<file path="src/rtl/conv_sequencer_if.sv">
// Bus between conv_sequencer (master) and its memories/controller (slave).
interface conv_sequencer_if #(
  parameter int IN_DEPTH    = 2,
  parameter int IN_HEIGHT   = 5,
  parameter int IN_WIDTH    = 5,
  parameter int OUT_DEPTH   = 32,
  parameter int KERNEL_SIZE = 3,
  parameter int DATA_W      = 18
);
  localparam int NIN   = IN_DEPTH * IN_HEIGHT * IN_WIDTH;
  localparam int NKERN = KERNEL_SIZE * KERNEL_SIZE * IN_DEPTH * OUT_DEPTH;
  localparam int NOUT  = OUT_DEPTH * IN_HEIGHT * IN_WIDTH;
  localparam int IA_W  = (NIN > 1) ? $clog2(NIN) : 1;
  localparam int KA_W  = (NKERN > 1) ? $clog2(NKERN) : 1;
  localparam int BA_W  = (OUT_DEPTH > 1) ? $clog2(OUT_DEPTH) : 1;
  localparam int OA_W  = (NOUT > 1) ? $clog2(NOUT) : 1;

  logic                     start;
  logic                     busy;
  logic                     done;
  logic [IA_W-1:0]          in_addr;
  logic signed [DATA_W-1:0] in_data;
  logic [KA_W-1:0]          kern_addr;
  logic signed [DATA_W-1:0] kern_data;
  logic [BA_W-1:0]          bias_addr;
  logic signed [DATA_W-1:0] bias_data;
  logic [OA_W-1:0]          out_addr;
  logic signed [DATA_W-1:0] out_data;
  logic                     out_we;

  modport master (
    input  start, in_data, kern_data, bias_data,
    output busy, done, in_addr, kern_addr, bias_addr, out_addr, out_data, out_we
  );

  modport slave (
    output start, in_data, kern_data, bias_data,
    input  busy, done, in_addr, kern_addr, bias_addr, out_addr, out_data, out_we
  );
endinterface

</file>
<file path="src/rtl/conv_sequencer.sv">
// Time-multiplexed same-padded 2-D convolution layer, one MAC per clock.
// Define CONV_SEQ_RELU_EN to clamp negative results to zero on write.
module conv_sequencer #(
  parameter int IN_DEPTH    = 2,
  parameter int IN_HEIGHT   = 5,
  parameter int IN_WIDTH    = 5,
  parameter int OUT_DEPTH   = 32,
  parameter int KERNEL_SIZE = 3,
  parameter int DATA_W      = 18,
  parameter int FRAC        = 9,
  parameter int ACC_W       = 2*DATA_W+8
) (
  input  logic             clk,
  input  logic             rst,
  conv_sequencer_if.master bus
);
  localparam int K     = KERNEL_SIZE;
  localparam int P     = (K-1)/2;
  localparam int HW    = IN_HEIGHT * IN_WIDTH;
  localparam int NIN   = IN_DEPTH * HW;
  localparam int NKERN = K * K * IN_DEPTH * OUT_DEPTH;
  localparam int NOUT  = OUT_DEPTH * HW;
  localparam int IA_W  = (NIN > 1) ? $clog2(NIN) : 1;
  localparam int KA_W  = (NKERN > 1) ? $clog2(NKERN) : 1;
  localparam int OA_W  = (NOUT > 1) ? $clog2(NOUT) : 1;
  localparam int CO_W  = (OUT_DEPTH > 1) ? $clog2(OUT_DEPTH) : 1;
  localparam int RW_W  = (IN_HEIGHT > 1) ? $clog2(IN_HEIGHT) : 1;
  localparam int CL_W  = (IN_WIDTH > 1) ? $clog2(IN_WIDTH) : 1;
  localparam int CI_W  = (IN_DEPTH > 1) ? $clog2(IN_DEPTH) : 1;
  localparam int KK_W  = (K > 1) ? $clog2(K) : 1;
  localparam logic signed [ACC_W-1:0] SAT_MAX = {{(ACC_W-DATA_W+1){1'b0}}, {(DATA_W-1){1'b1}}};
  localparam logic signed [ACC_W-1:0] SAT_MIN = {{(ACC_W-DATA_W+1){1'b1}}, {(DATA_W-1){1'b0}}};

  typedef enum logic [2:0] {IDLE, MAC, DRAIN, WRITE, DONE} state_t;
  state_t state, state_nx;

  logic [CO_W-1:0] cout;
  logic [RW_W-1:0] row;
  logic [CL_W-1:0] col;
  logic [CI_W-1:0] cin;
  logic [KK_W-1:0] kh, kw;
  logic            last_tap, last_pix, first_tap;
  logic            pad, pad_d, mac_d;
  logic [IA_W-1:0] in_addr_q;
  logic signed [31:0] tr, tc, in_lin;
  logic signed [2*DATA_W-1:0] prod;
  logic signed [ACC_W-1:0] acc, shifted, sum;
  logic signed [DATA_W-1:0] sat;

  assign last_tap  = (cin == CI_W'(IN_DEPTH-1)) && (kh == KK_W'(K-1)) && (kw == KK_W'(K-1));
  assign first_tap = (cin == '0) && (kh == '0) && (kw == '0);
  assign last_pix  = (cout == CO_W'(OUT_DEPTH-1)) && (row == RW_W'(IN_HEIGHT-1)) &&
                     (col == CL_W'(IN_WIDTH-1));

  always_ff @(posedge clk) begin
    if (rst) state <= IDLE;
    else     state <= state_nx;
  end

  always_comb begin
    state_nx = state;
    case (state)
      IDLE:    if (bus.start) state_nx = MAC;
      MAC:     if (last_tap) state_nx = DRAIN;
      DRAIN:   state_nx = WRITE;
      WRITE:   state_nx = last_pix ? DONE : MAC;
      DONE:    state_nx = IDLE;
      default: state_nx = IDLE;
    endcase
  end

  // Tap counters wrap to zero on the last tap and pixel counters on the last
  // pixel, so every pixel and every new run starts from an all-zero position.
  always_ff @(posedge clk) begin
    if (rst) begin
      cout <= '0; row <= '0; col <= '0; cin <= '0; kh <= '0; kw <= '0;
    end else if (state == MAC) begin
      if (kw == KK_W'(K-1)) begin
        kw <= '0;
        if (kh == KK_W'(K-1)) begin
          kh  <= '0;
          cin <= (cin == CI_W'(IN_DEPTH-1)) ? '0 : cin + CI_W'(1);
        end else begin
          kh <= kh + KK_W'(1);
        end
      end else begin
        kw <= kw + KK_W'(1);
      end
    end else if (state == WRITE) begin
      if (col == CL_W'(IN_WIDTH-1)) begin
        col <= '0;
        if (row == RW_W'(IN_HEIGHT-1)) begin
          row  <= '0;
          cout <= (cout == CO_W'(OUT_DEPTH-1)) ? '0 : cout + CO_W'(1);
        end else begin
          row <= row + RW_W'(1);
        end
      end else begin
        col <= col + CL_W'(1);
      end
    end
  end

  always_comb begin
    tr     = int'(row) + int'(kh) - P;
    tc     = int'(col) + int'(kw) - P;
    pad    = (tr < 0) || (tr >= IN_HEIGHT) || (tc < 0) || (tc >= IN_WIDTH);
    in_lin = int'(cin) * HW + tr * IN_WIDTH + tc;
    bus.in_addr = pad ? in_addr_q : IA_W'(in_lin);
  end

  assign bus.kern_addr = KA_W'(((int'(kh) * K + int'(kw)) * IN_DEPTH + int'(cin)) * OUT_DEPTH + int'(cout));
  assign bus.bias_addr = cout;
  assign bus.out_addr  = OA_W'(int'(cout) * HW + int'(row) * IN_WIDTH + int'(col));
  assign bus.busy      = (state != IDLE);
  assign bus.done      = (state == DONE);
  assign bus.out_we    = (state == WRITE);

  assign prod = bus.in_data * bus.kern_data;

  // Memory data arrives one cycle after issue, so the tap's pad/valid flags
  // are delayed to line up with it; the last product lands during DRAIN.
  always_ff @(posedge clk) begin
    if (rst) begin
      in_addr_q <= '0;
      pad_d     <= 1'b0;
      mac_d     <= 1'b0;
      acc       <= '0;
    end else begin
      in_addr_q <= bus.in_addr;
      pad_d     <= pad;
      mac_d     <= (state == MAC);
      if (state == MAC && first_tap)
        acc <= '0;
      else if (mac_d && !pad_d)
        acc <= acc + {{(ACC_W-2*DATA_W){prod[2*DATA_W-1]}}, prod};
    end
  end

  always_comb begin
    shifted = acc >>> FRAC;
    sum     = shifted + $signed({{(ACC_W-DATA_W){bus.bias_data[DATA_W-1]}}, bus.bias_data});
    if (sum > SAT_MAX)      sat = SAT_MAX[DATA_W-1:0];
    else if (sum < SAT_MIN) sat = SAT_MIN[DATA_W-1:0];
    else                    sat = sum[DATA_W-1:0];
`ifdef CONV_SEQ_RELU_EN
    if (sat[DATA_W-1]) sat = '0;
`else
    sat = sat;
`endif
    bus.out_data = (state == WRITE) ? sat : '0;
  end
endmodule

</file>
<file path="src/flat_wrapper.sv">
// flat-port wrapper written by rule: the top's interface ports become plain ports
module conv_sequencer_flat 
#(
  parameter int IN_DEPTH    = 2,
  parameter int IN_HEIGHT   = 5,
  parameter int IN_WIDTH    = 5,
  parameter int OUT_DEPTH   = 32,
  parameter int KERNEL_SIZE = 3,
  parameter int DATA_W      = 18,
  parameter int FRAC        = 9,
  parameter int ACC_W       = 2*DATA_W+8
)
  (clk, rst, bus_start, bus_in_data, bus_kern_data, bus_bias_data, bus_busy, bus_done, bus_in_addr, bus_kern_addr, bus_bias_addr, bus_out_addr, bus_out_data, bus_out_we);
  conv_sequencer_if #(.IN_DEPTH(IN_DEPTH), .IN_HEIGHT(IN_HEIGHT), .IN_WIDTH(IN_WIDTH), .OUT_DEPTH(OUT_DEPTH), .KERNEL_SIZE(KERNEL_SIZE), .DATA_W(DATA_W)) bus_i ();
  input  logic clk;
  input  logic rst;
  input wire logic [$bits(bus_i.start)-1:0] bus_start;
  input wire logic [$bits(bus_i.in_data)-1:0] bus_in_data;
  input wire logic [$bits(bus_i.kern_data)-1:0] bus_kern_data;
  input wire logic [$bits(bus_i.bias_data)-1:0] bus_bias_data;
  output wire logic [$bits(bus_i.busy)-1:0] bus_busy;
  output wire logic [$bits(bus_i.done)-1:0] bus_done;
  output wire logic [$bits(bus_i.in_addr)-1:0] bus_in_addr;
  output wire logic [$bits(bus_i.kern_addr)-1:0] bus_kern_addr;
  output wire logic [$bits(bus_i.bias_addr)-1:0] bus_bias_addr;
  output wire logic [$bits(bus_i.out_addr)-1:0] bus_out_addr;
  output wire logic [$bits(bus_i.out_data)-1:0] bus_out_data;
  output wire logic [$bits(bus_i.out_we)-1:0] bus_out_we;
  assign bus_i.start = bus_start;
  assign bus_i.in_data = bus_in_data;
  assign bus_i.kern_data = bus_kern_data;
  assign bus_i.bias_data = bus_bias_data;
  assign bus_busy = bus_i.busy;
  assign bus_done = bus_i.done;
  assign bus_in_addr = bus_i.in_addr;
  assign bus_kern_addr = bus_i.kern_addr;
  assign bus_bias_addr = bus_i.bias_addr;
  assign bus_out_addr = bus_i.out_addr;
  assign bus_out_data = bus_i.out_data;
  assign bus_out_we = bus_i.out_we;
  conv_sequencer #(.IN_DEPTH(IN_DEPTH), .IN_HEIGHT(IN_HEIGHT), .IN_WIDTH(IN_WIDTH), .OUT_DEPTH(OUT_DEPTH), .KERNEL_SIZE(KERNEL_SIZE), .DATA_W(DATA_W), .FRAC(FRAC), .ACC_W(ACC_W)) u_core (.clk(clk), .rst(rst), .bus(bus_i));
endmodule
</file>
<file path="config.mk">
export PLATFORM = sky130hd
export DESIGN_NAME = conv_sequencer_flat
export DESIGN_NICKNAME = d
export VERILOG_FILES = /design/src/rtl/conv_sequencer_if.sv /design/src/rtl/conv_sequencer.sv /design/src/flat_wrapper.sv
export SDC_FILE = /design/constraint.sdc
export NUM_CORES = 1
export LEC_CHECK = 0
export CAP_MARGIN = 20
export CORE_MARGIN = 3
export CORE_UTILIZATION = 50
export CTS_CLUSTER_DIAMETER = 150
export DETAILED_ROUTE_END_ITERATION = 6
export HOLD_SLACK_MARGIN = 0.05
export PLACE_DENSITY = 0.75
export SETUP_SLACK_MARGIN = 0.3
export SLEW_MARGIN = 0
export SYNTH_ARGS = -nofsm -noshare
export SYNTH_HDL_FRONTEND = slang
export SYNTH_SLANG_ARGS = --single-unit
export TNS_END_PERCENT = 20
</file>
<file path="constraint.sdc">
create_clock -name clk -period 12.4 [get_ports clk]
set_input_delay 3.1 -clock clk [delete_from_list [all_inputs] [get_ports clk]]
set_output_delay 3.1 -clock clk [all_outputs]
set_load 0.01 [all_outputs]
</file>
After elaboration in Yosys (flattened, before gate mapping)

Cells that the tools add are included.

RAM bits: 0
Latch bits: 0
Bits in read-only memories: 0
Bits in registers: 71
Memories: 0
Output and inout port bits: 52

Reduce and logical (&&, ||, !) cells: 23
Divide/modulo/power cells: 0
Magnitude comparators: 6
$add $sub $neg: 19
Bitwise logic cells: 2
Equal/unequal tests: 11
$mul: 6
Shifts and indexed selects: 0
Muxes and demuxes: 14

Operators by type and width:

| operator              | number |
|---|---|
| $ge 32x4->1 const B   | 2 |
| $lt 32x1->1 const B   | 2 |
| $mux 18               | 3 |
| $add 44x44->44        | 1 |
| $gt 44x18->1 const B  | 1 |
| $lt 44x18->1 const B  | 1 |
| $add 35x18->36        | 1 |
| $mul 18x18->36        | 1 |
| $mul 32x4->6 const B  | 1 |
| $sub 32x2->32 const B | 1 |
| $mux 3                | 5 |
| $add 6x6->6           | 2 |
| $pmux 3 s4            | 1 |
| $add 10x10->10        | 1 |
| $add 10x4->10         | 1 |
| $add 10x6->10         | 1 |
| $mul 5x5->10 const B  | 1 |
| $eq 3x3->1 const B    | 3 |
| $add 3x2->4           | 2 |
| $logic_and 1x1->1     | 8 |
| $add 3x1->3 const B   | 2 |
| $eq 3x2->1 const B    | 2 |
| $mul 1x5->6 const B   | 1 |
| $mul 3x3->6 const B   | 1 |
| other kinds (26)      | 36 |

Depth between registers and ports, before layout

Gate-level depths: netlist of run 1.

Depth after elaboration: 7
Gate-level depth with buffers: 39
Gate-level depth less buffers: 37

Worst setup path after synthesis of run 1

No wires, ideal clock.

Path kind: input to register
From: input port bus_kern_data[9]
To: register u_core.acc[43]
Path slack: 1493 ps
Data arrival time: 10845 ps
Cell stages on the path: 35
Required time: 12338 ps
Setup time: 62 ps
Cell sequence: clkbuf_1 > clkbuf_1 > nand2_1 > fa_1 > inv_1 > fa_1 > inv_1 > fa_1 > inv_1 > fa_1 > fa_1 > inv_1 > fa_1 > inv_1 > ha_1 > a21o_1 > a21o_1 > a21oi_1 > o211ai_1 > o31ai_1 > o22ai_1 > a41oi_1 > a21oi_1 > a21oi_1 > o21ai_0 > xor2_1 > ha_1 > clkbuf_1 > a21o_1 > a21oi_1 > o21ai_0 > nand2_1 > o31ai_1 > mux4_2 > nand3_1

Longest elaborated chain between the ends: 2

Ends and longest elaborated chain:

| element              | RTL line              | source |
|---|---|---|
| start, declared      | flat_wrapper.sv:19    | `input wire logic [$bits(bus_i.kern_data)-1:0] bus_kern_data;` |
| $mul 18x18->36       | conv_sequencer.sv:119 | `assign prod = bus.in_data * bus.kern_data;` |
| $add 44x44->44       | conv_sequencer.sv:136 | `acc <= acc + {{(ACC_W-2*DATA_W){prod[2*DATA_W-1]}}, prod};` |
| end signal, assigned | conv_sequencer.sv:136 |  |
| end, declared        | conv_sequencer.sv:47  | `logic signed [ACC_W-1:0] acc, shifted, sum;` |

No other way between the ends.
A chain may end at the register's enable or synchronous reset.

Worst setup path in the final report of run 1

From: input port bus_kern_data[11]
To: register u_core.acc[43]

Same word-level chain as after synthesis.

==> out/results.txt, run 1 <==
status = finished clean
Final Slew Violations = 0
Max Clk Rate = 85.7 MHz
I/O pins = 109
cell mode on critical path = fa_1
CTS sink cnt = 71
worst clock skew = 8.74 ps
Worst Hold Class = flop to flop
All-Layer GR Usage = 23.1%
htree depth = 3
hold-fix buffer count after cts = 0
worst setup path endpoint = u_core.acc[43]$_SDFFE_PP0P_
synthesized area = 20800 um^2
clock-pin slew on the worst setup and hold paths = 60 ps
critical path type = primary input to flop
post-route minimum period = 11670 ps
Post-Syn Nets = 3081
Max-Cap Viols = 0
crit end category = flop
DR iter-0 viols = 1181
Final Hold Vio Count = 0
Synth Register Bits = 71
die area = 44000 um^2
Syn Area/Cell = 8.53 um^2
CTS buffer count = 9
crit path max fanout = 11
Vias = 16.9k
CP max stage cell = clkdlybuf4s50_1
Final Hold Slack = 460 ps
Final GP Congestion = 0.925
top post-synthesis cells by area = fa_1 33%, ha_1 15%, inv_1 8.3%, dfxtp_1 6.8%, and2_1 5.1%
PnR worst setup slack = 726 ps
Area Overhead vs Synth = 10.2%
Startpoint Class = primary input
root buf cell = clkbuf_16
Initial Util = 50.8%
fillcell total = 3731
Die Wd = 210 um
WP data required = 12690 ps
CTS tree = built
cell depth of the worst flop-to-flop path = 18
Port Buffer Count = 108
reg-to-reg endpoint = u_core.in_addr_q[5]$_SDFF_PP0_
grt ovf = 0
FP Rows = 74
Critical Path Source = bus_kern_data[11]
vias in the first global route = 17.4k
Post-synth ARST share = 0%
Reg-to-Reg Start = u_core.row[0]$_SDFFE_PP0P_
layout cells sized above 1 = 3.74%
max_slew headroom = 44.8%
core area = 40900 um^2
HPWL reported at the end of detailed placement = 42100 um
first-pass GRT wire length = 84700 um
reg2reg setup slack = 7650 ps
final setup fails = 0
Layout Nets = 3156
max incr delay on CP = 810 ps
Synth warnings = 0
setup TNS = 0 ps
Worst-Margin Slew = 826 ps
EDFF count, synth = 0
RSZ-0062 raised after global routing = true
die height = 210 um
Detail Route Antenna Nets = 0
Synth Flop Type = dfxtp_1
worst path bufs/invs = 6
dominant cell type by area after synthesis = fa_1
worst-skew pair later-pin latency = 350 ps
Distinct cells, synth = 71
post-synthesis instance total = 2436
sequential fraction of the synthesis area = 6.84%
Yosys top cell area share = 33.3%
post-layout util = 56.0%
Wirelength per Cell = 16.4 um
DR vias/cell = 5.55
WL final = 50000 um
final period utilization = 94.1%
drt pass-1 iters = 5
CP Depth = 34
# DRC = 0
Worst path top cell family by delay = adder cells
dpl ws = 83.9 ps
initial antenna violation count = 0
largest net degree at the start of global routing = 49
CP arrival = 11970 ps
Longest Clk Path Bufs = 2
Diodes inserted = 0
tightest hold or removal path: cells and delay by family (launching register included):
family	cells	cell delay [ps]
flip-flops	1	310
AO/OA/AOI/OAI	1	50
AND/OR/NAND/NOR	1	50
worst min path at each step:
stage | from | to | slack, ps | depth (start not counted)
2_1_floorplan | u_core.acc[5]$_SDFFE_PP0P_ | u_core.acc[5]$_SDFFE_PP0P_ | 440 | 2
3_3_place_gp | u_core.acc[5]$_SDFFE_PP0P_ | u_core.acc[5]$_SDFFE_PP0P_ | 440 | 2
3_5_place_dp | u_core.acc[5]$_SDFFE_PP0P_ | u_core.acc[5]$_SDFFE_PP0P_ | 450 | 2
4_1_cts | u_core.acc[5]$_SDFFE_PP0P_ | u_core.acc[5]$_SDFFE_PP0P_ | 460 | 2
5_1_grt | u_core.acc[5]$_SDFFE_PP0P_ | u_core.acc[5]$_SDFFE_PP0P_ | 480 | 2
6_report | u_core.acc[5]$_SDFFE_PP0P_ | u_core.acc[5]$_SDFFE_PP0P_ | 460 | 2
synth_stat cells (62+ instances only):
cell / number
o21ai_0: 62
fa_1: 346
a21oi_1: 141
nor2_1: 78
and2_1: 168
ha_1: 242
xnor2_1: 83
inv_1: 459
clkbuf_1: 68
a21o_1: 72
nand2_1: 268
dfxtp_1: 71
cells in the final DEF (no fill, tap or decap), types with 4 or more instances in the layout:
master           synthesis  final
o21ai_0                 62     60
and4_1                   5      5
nand4_1                 14     14
buf_4                    6     40
or3_1                   12     12
a2111oi_0                5      4
dfxtp_1                 71     71
o21ai_1                  2      4
nand2_1                268    268
clkbuf_16                0      9
and3_1                  20     20
a31oi_1                 15     14
mux2i_1                  4      4
or2_2                    4      4
o211ai_1                 7      7
nor3b_1                  5      5
a211o_1                  4      4
o21bai_1                23     22
and2_1                 168    168
a21oi_1                141    138
xor2_1                  41     41
nor3_1                  24     24
nand3_1                 44     44
fa_1                   346    346
xnor2_1                 83     83
a211oi_1                13     13
nand2b_1                14     14
nor2_1                  78     78
nor2b_1                 19     18
o21a_1                  14     13
dlymetal6s2s_1           0     19
a21o_1                  72     72
mux2_2                   6      6
nand3b_1                 4      4
ha_1                   242    242
a221oi_1                 5      4
inv_1                  459    459
o31ai_1                 17     16
clkdlybuf4s50_1          0     89
repair_timing:
item | CTS | global route
gates resized for setup | 0 | 33
setup endpoints to repair | 0 | 11
hold endpoints to repair | 0 | 0
setup buffers | 0 | 1
per-stage QoR:
stage / cells / cell area (um^2)
after global routing: 3048 / 22900
final: 3048 / 22900
after CTS: 3047 / 22800
after global placement: 3031 / 22500
after detailed placement: 3031 / 22500
after floorplan: 2436 / 20800
state kept, by name (all words and copies together) (netlist names):
name	flops
u_core.kw	2
u_core.pad_d	1
u_core.acc	44
u_core.col	3
u_core.row	3
u_core.mac_d	1
u_core.in_addr_q	6
u_core.state	3
u_core.cin	1
u_core.bus.bias_addr	5
u_core.kh	2
metal layers:
metal  vias to the layer above  wire (um)  track usage, %
met5                         -          0               0
met4                         0       1030            5.31
met3                        84       2240            2.23
met2                       454      26000            41.8
met1                      8464      20800            30.0
li1                       7904          -               -
area by class of cell:
class	instances	area [um^2]	share of cell area, %
Clock inverter	6	92.6	0.404
Multi-Input combinational cell	1822	17300	75.7
Inverter	459	1720	7.52
Clock buffer	10	229	1.00
Tap cell	532	666	2.91
Timing Repair Buffer	148	1430	6.24
Sequential cell	71	1420	6.21
logic make-up (layout without fill, tap and decap cells):
kind of cell | Yosys count | in the layout | synth area share [%]
AND/OR/NAND/NOR | 691 | 691 | 16.5
AO/OA/AOI/OAI | 408 | 408 | 12.9
buffers and inverters | 543 | 623 | 10.0
adder cells (fa/ha/maj) | 588 | 588 | 47.9
XOR/XNOR | 124 | 124 | 5.23
multiplexers | 11 | 11 | 0.626
flip-flops | 71 | 71 | 6.84
Power of run 1 is not shown: default switching activity piles up to over one toggle a cycle in this logic, so the estimate is an artifact.
==> inputs of run 2 (changes only) <==
- CAP_MARGIN: 20 -> default
- GPL_ROUTABILITY_DRIVEN: default -> 0
==> run 2 against run 1 <==
Against the previous run: the run now ends with DRC left; global-route usage is 0.80 points lower; core utilization is 0.098 points lower; sequential cell count stayed put; critical path type unchanged.
==> out/results.txt, run 2 (synthesized netlist as in run 1, its figures left out) <==
Worst-Margin Slew = 931 ps (+105 ps)
CTS buffer count = 9 (unchanged)
Detail Route Antenna Nets = 0 (unchanged)
fillcell total = 3604 (-3.4%)
FP Rows = 74 (unchanged)
HPWL reported at the end of detailed placement = 40700 um (-3.5%)
vias in the first global route = 17.3k (-0.30%)
Startpoint Class = primary input
Worst Hold Launch = u_core.acc[6]$_SDFFE_PP0P_
dpl ws = 151 ps (+67.1 ps)
Largest register FFs = 44 (unchanged)
core area = 40900 um^2 (unchanged)
htree depth = 3 (unchanged)
setup TNS = 0 ps (unchanged)
Die Wd = 210 um (unchanged)
CTS tree = built
drt pass-1 iters = 7 (+2)
CP arrival = 11920 ps (-50 ps)
PnR worst setup slack = 708 ps (-18.8 ps)
clock-pin slew on the worst setup and hold paths = 60 ps (about the same)
die area = 44000 um^2 (unchanged)
Longest Clk Path Bufs = 2 (unchanged)
die height = 210 um (unchanged)
failing checks = DRC
DR iter-0 viols = 1143 (-3.2%)
max incr delay on CP = 570 ps (-240 ps)
crit path max fanout = 12 (+1)
I/O pins = 109 (unchanged)
worst-skew pair later-pin latency = 350 ps (about the same)
CTS sink cnt = 71 (unchanged)
grt ovf = 0 (unchanged)
Final Hold Vio Count = 0 (unchanged)
DR vias/cell = 5.47 (-1.3%)
largest net degree at the start of global routing = 49 (unchanged)
CP max stage cell = clkdlybuf4s50_1
final period utilization = 94.3% (+0.15 points)
WP data required = 12620 ps (-70 ps)
cell mode on critical path = a21oi_1
Reg-to-Reg Start = u_core.kh[0]$_SDFFE_PP0P_
first-pass GRT wire length = 82700 um (-2.4%)
Worst Hold Class = flop to flop
largest register by flop count = u_core.acc
WL final = 48300 um (-3.5%)
Hold Path Sink = u_core.acc[6]$_SDFFE_PP0P_
Max Clk Rate = 85.5 MHz (-0.16%)
reg-to-reg endpoint = u_core.in_addr_q[5]$_SDFF_PP0_
crit end category = flop
initial antenna violation count = 0 (unchanged)
Layout Nets = 3155 (-0.032%)
max_slew headroom = 37.9% (-6.9 points)
Diodes inserted = 0 (unchanged)
# DRC = 1 (+1)
RSZ-0062 raised after global routing = true
final instance area = 22900 um^2 (-0.17%)
Max-Cap Viols = 0 (unchanged)
root buf cell = clkbuf_16
Port Buffer Count = 108 (unchanged)
Wirelength per Cell = 15.8 um (-3.5%)
post-route minimum period = 11690 ps (+18.8 ps)
final setup fails = 0 (unchanged)
Final Hold Slack = 463 ps (+3.07 ps)
All-Layer GR Usage = 22.3% (-0.80 points)
most frequent cells in the layout = 459 x inv_1, 346 x fa_1, 268 x nand2_1, 242 x ha_1, 168 x and2_1
critical path type = primary input to flop
most common cell after layout, fill and taps aside = inv_1
cell depth of the worst flop-to-flop path = 18 (unchanged)
Area Overhead vs Synth = 9.98%
Area after DPL = 22500 um^2 (about the same)
Initial Util = 50.8% (unchanged)
worst clock skew = 9.19 ps (+0.453 ps)
Final Slew Violations = 0 (unchanged)
reg2reg setup slack = 7590 ps (-60 ps)
hold path cells = 2 (unchanged)
Vias = 16.7k (-1.3%)
layout cells sized above 1 = 3.54% (-0.20 points)
status = complete, but fails checks
==> run 2: cell count changes in the layout (fill, tap and decap cells not counted), sizes merged <==
cell | before | now
buf | 40 | 39
dlymetal6s2s | 19 | 16
clkdlybuf4s50 | 89 | 92
==> run 2: repair_timing <==
item	CTS	global route
hold endpoints to repair	0	0
buffers inserted	0	1
hold buffers	0	0
resized for setup	0	24
endpoints found under the setup margin	0	10
==> run 2: worst max-delay path: cells and delay by family <==
kind                       cells  cell delay [ps]
buffers and inverters          6             1040
xor gates and xnor gates       2              250
AOI/OAI and AO/OA             12             2610
adders and majority gates      8             3410
and+or+nand+nor                7             1490
==> run 2: stage by stage <==
step / utilization (%) / std cells
floorplan: - / 2436
CTS: 55.7 / 3046
global placement: 54.9 / 3030
global route: 55.9 / 3047
finish: 55.9 / 3047
detailed placement: 54.9 / 3030
==> run 2: layer usage <==
metal | share of wire, % | global-route usage, %
met4 | 2.5 | 6.14
met1 | 43 | 29.5
met2 | 51 | 39.3
met5 | 0 | 0
met3 | 3.9 | 2.09
==> run 2: worst max path at each step <==
stage	startpoint	end	slack, ps	cells after the start
6_report	bus_in_data[4]	u_core.acc[40]$_SDFFE_PP0P_	710	35
5_1_grt	bus_in_data[8]	u_core.acc[37]$_SDFFE_PP0P_	280	35
4_1_cts	bus_in_data[6]	u_core.acc[41]$_SDFFE_PP0P_	490	36
3_5_place_dp	bus_in_data[6]	u_core.acc[41]$_SDFFE_PP0P_	150	36
3_3_place_gp	bus_kern_data[8]	u_core.acc[41]$_SDFFE_PP0P_	390	36
2_1_floorplan	bus_kern_data[9]	u_core.acc[43]$_SDFFE_PP0P_	1490	35
==> run 2: layout make-up <==
| class | instances | area [um^2] | area share, % |
|---|---|---|---|
| clock buffer | 10 | 229 | 1.00 |
| sequential | 71 | 1420 | 6.22 |
| multi-input combinational | 1822 | 17300 | 75.7 |
| tap | 532 | 666 | 2.91 |
| clock inverter | 6 | 92.6 | 0.405 |
| timing repair buffer | 147 | 1410 | 6.19 |
| inverter | 459 | 1720 | 7.54 |
Power of run 2 is left out for the same reason.
==> inputs of run 3 (changes only) <==
- CELL_PAD_IN_SITES_DETAIL_PLACEMENT: default -> 0
- CELL_PAD_IN_SITES_GLOBAL_PLACEMENT: default -> 1
- CORE_UTILIZATION: 50 -> 49
- PLACE_DENSITY: 0.75 -> 0.91
==> run 3 against run 2 <==
Against the previous run: the flow now finishes without violations; non-clock buffer count increased by 5; clock-buffer cell count decreased by 1; critical path depth fell by 1; fmax up 0.59%; critical path type unchanged; largest cell class unchanged; highest routed layer unchanged.
==> out/results.txt, run 3 (synthesized netlist as in run 1, its figures left out) <==
status = finished clean
Vias = 16.6k (-0.50%)
DR iter-0 viols = 916 (-20%)
Initial Util = 50.2% (-0.57 points)
vias in the first global route = 17.4k (+0.15%)
Worst-Margin Slew = 776 ps (-156 ps)
cell depth of the worst flop-to-flop path = 18 (unchanged)
Final Slew Violations = 0 (unchanged)
FP Rows = 74 (unchanged)
Diodes inserted = 0 (unchanged)
critical path type = primary input to flop
Startpoint Class = primary input
CP max stage cell = clkdlybuf4s50_1
reg2reg setup slack = 7590 ps (about the same)
Wirelength per Cell = 15.9 um (+0.41%)
area of the multi-input gates = 17300 um^2 (about the same)
crit path max fanout = 10 (-2)
CTS sink cnt = 71 (unchanged)
hold path cells = 2 (unchanged)
root buf cell = clkbuf_16
hold-fix buffer count after cts = 0 (unchanged)
CTS tree = built
largest register by flop count = u_core.acc
Critical Path Source = bus_in_data[4]
first-pass GRT wire length = 82600 um (-0.16%)
post-route minimum period = 11620 ps (-68.5 ps)
max incr delay on CP = 610 ps (+40 ps)
Max Clk Rate = 86.0 MHz (+0.59%)
Final Hold Vio Count = 0 (unchanged)
Max-Cap Viols = 0 (unchanged)
Hold Path Sink = u_core.acc[0]$_SDFFE_PP0P_
htree depth = 3 (unchanged)
Detail Route Antenna Nets = 0 (unchanged)
WL final = 48500 um (+0.57%)
largest net degree at the start of global routing = 49 (unchanged)
Port Buffer Count = 108 (unchanged)
CP arrival = 11900 ps (-20 ps)
layout cells sized above 1 = 3.73% (+0.19 points)
Worst Hold Launch = u_core.acc[0]$_SDFFE_PP0P_
max_slew headroom = 48.3% (+10 points)
Longest Clk Path Bufs = 2 (unchanged)
Reg area = 1420 um^2 (unchanged)
core area = 41400 um^2 (+1.1%)
clock-pin slew on the worst setup and hold paths = 70 ps (about the same)
WP data required = 12680 ps (+60 ps)
Placed Instances = 3033 (+0.099%)
cell mode on critical path = fa_1
worst-skew pair later-pin latency = 350 ps (about the same)
crit end category = flop
Layout Cells excl Fill = 3052 (+0.16%)
reg-to-reg endpoint = u_core.in_addr_q[5]$_SDFF_PP0_
RSZ-0062 raised after global routing = true
Die Wd = 212 um (+0.99%)
All-Layer GR Usage = 22.2% (-0.12 points)
Area Overhead vs Synth = 10.1% (about the same)
die area = 44900 um^2 (+2.0%)
Layout Nets = 3160 (+0.16%)
# DRC = 0 (-1)
final period utilization = 93.7% (-0.55 points)
I/O pins = 109 (unchanged)
HPWL reported at the end of detailed placement = 41000 um (+0.91%)
Worst Hold Class = flop to flop
most frequent cells in the layout = 458 x inv_1, 346 x fa_1, 268 x nand2_1, 242 x ha_1, 168 x and2_1
initial antenna violation count = 0 (unchanged)
Final Hold Slack = 460 ps (-2.44 ps)
Reg-to-Reg Start = u_core.kh[0]$_SDFFE_PP0P_
fillcell total = 3707 (+2.9%)
dpl ws = 210 ps (+59.3 ps)
setup TNS = 0 ps (unchanged)
CTS buffer count = 9 (unchanged)
PnR worst setup slack = 776 ps (+68.5 ps)
Largest register FFs = 44 (unchanged)
grt ovf = 0 (unchanged)
worst clock skew = 11.2 ps (+2.04 ps)
die height = 212 um (+0.99%)
drt pass-1 iters = 6 (-1)
DR vias/cell = 5.44 (-0.66%)
final setup fails = 0 (unchanged)
most common cell after layout, fill and taps aside = inv_1
[run 3: cell types whose count changed in the layout (fill, tap and decap cells not counted), sizes merged]
cell	before	now
clkbuf	10	9
clkinv	1	2
bufinv	2	1
dlymetal6s2s	16	17
clkdlybuf4s50	92	91
inv	460	461
buf	39	44
[run 3: area by class of cell]
type | count | share of cell area (%)
Inverter | 459 | 7.55
Multi-Input combinational cell | 1822 | 75.6
Clock inverter | 7 | 0.350
Timing Repair Buffer | 152 | 6.36
Tap cell | 532 | 2.91
Sequential cell | 71 | 6.21
Clock buffer | 9 | 0.985
[run 3: repair_timing]
item	4_1_cts	5_1_grt
endpoints found under the setup margin	0	9
gates resized for setup	0	23
buffers inserted	0	3
hold endpoints to repair	0	0
[run 3: critical path: cells and delay by family]
| family | cells | cell delay, ps |
|---|---|---|
| xor+xnor | 1 | 140 |
| simple gates | 5 | 710 |
| compound gates | 13 | 2650 |
| fa+ha+maj | 8 | 3770 |
| mux | 1 | 430 |
| buf+inv | 6 | 1100 |
[run 3: worst max path at each step]
| stage | end | slack, ps | cells past startpoint |
|---|---|---|---|
| CTS | u_core.acc[43]$_SDFFE_PP0P_ | 530 | 34 |
| global route | u_core.acc[37]$_SDFFE_PP0P_ | 210 | 33 |
| detailed placement | u_core.acc[43]$_SDFFE_PP0P_ | 210 | 34 |
| global placement | u_core.acc[43]$_SDFFE_PP0P_ | 370 | 31 |
| finish | u_core.acc[43]$_SDFFE_PP0P_ | 780 | 34 |
| floorplan | u_core.acc[43]$_SDFFE_PP0P_ | 1490 | 35 |
[run 3: metrics by stage]
stage          area (um^2)  utilization (%)
2_1_floorplan        20800                -
3_3_place_gp         22500             54.3
3_5_place_dp         22500             54.3
4_1_cts              22800             55.1
5_1_grt              22900             55.3
6_report             22900             55.3
[run 3: routing by layer]
layer,wire length [um],GRT usage [%],up-vias
met5,0,0,-
met4,1570,6.88,0
met3,1630,2.13,106
met2,25800,41.0,348
met1,19500,27.4,8216
li1,-,-,7928
Power of run 3 is left out for the same reason.
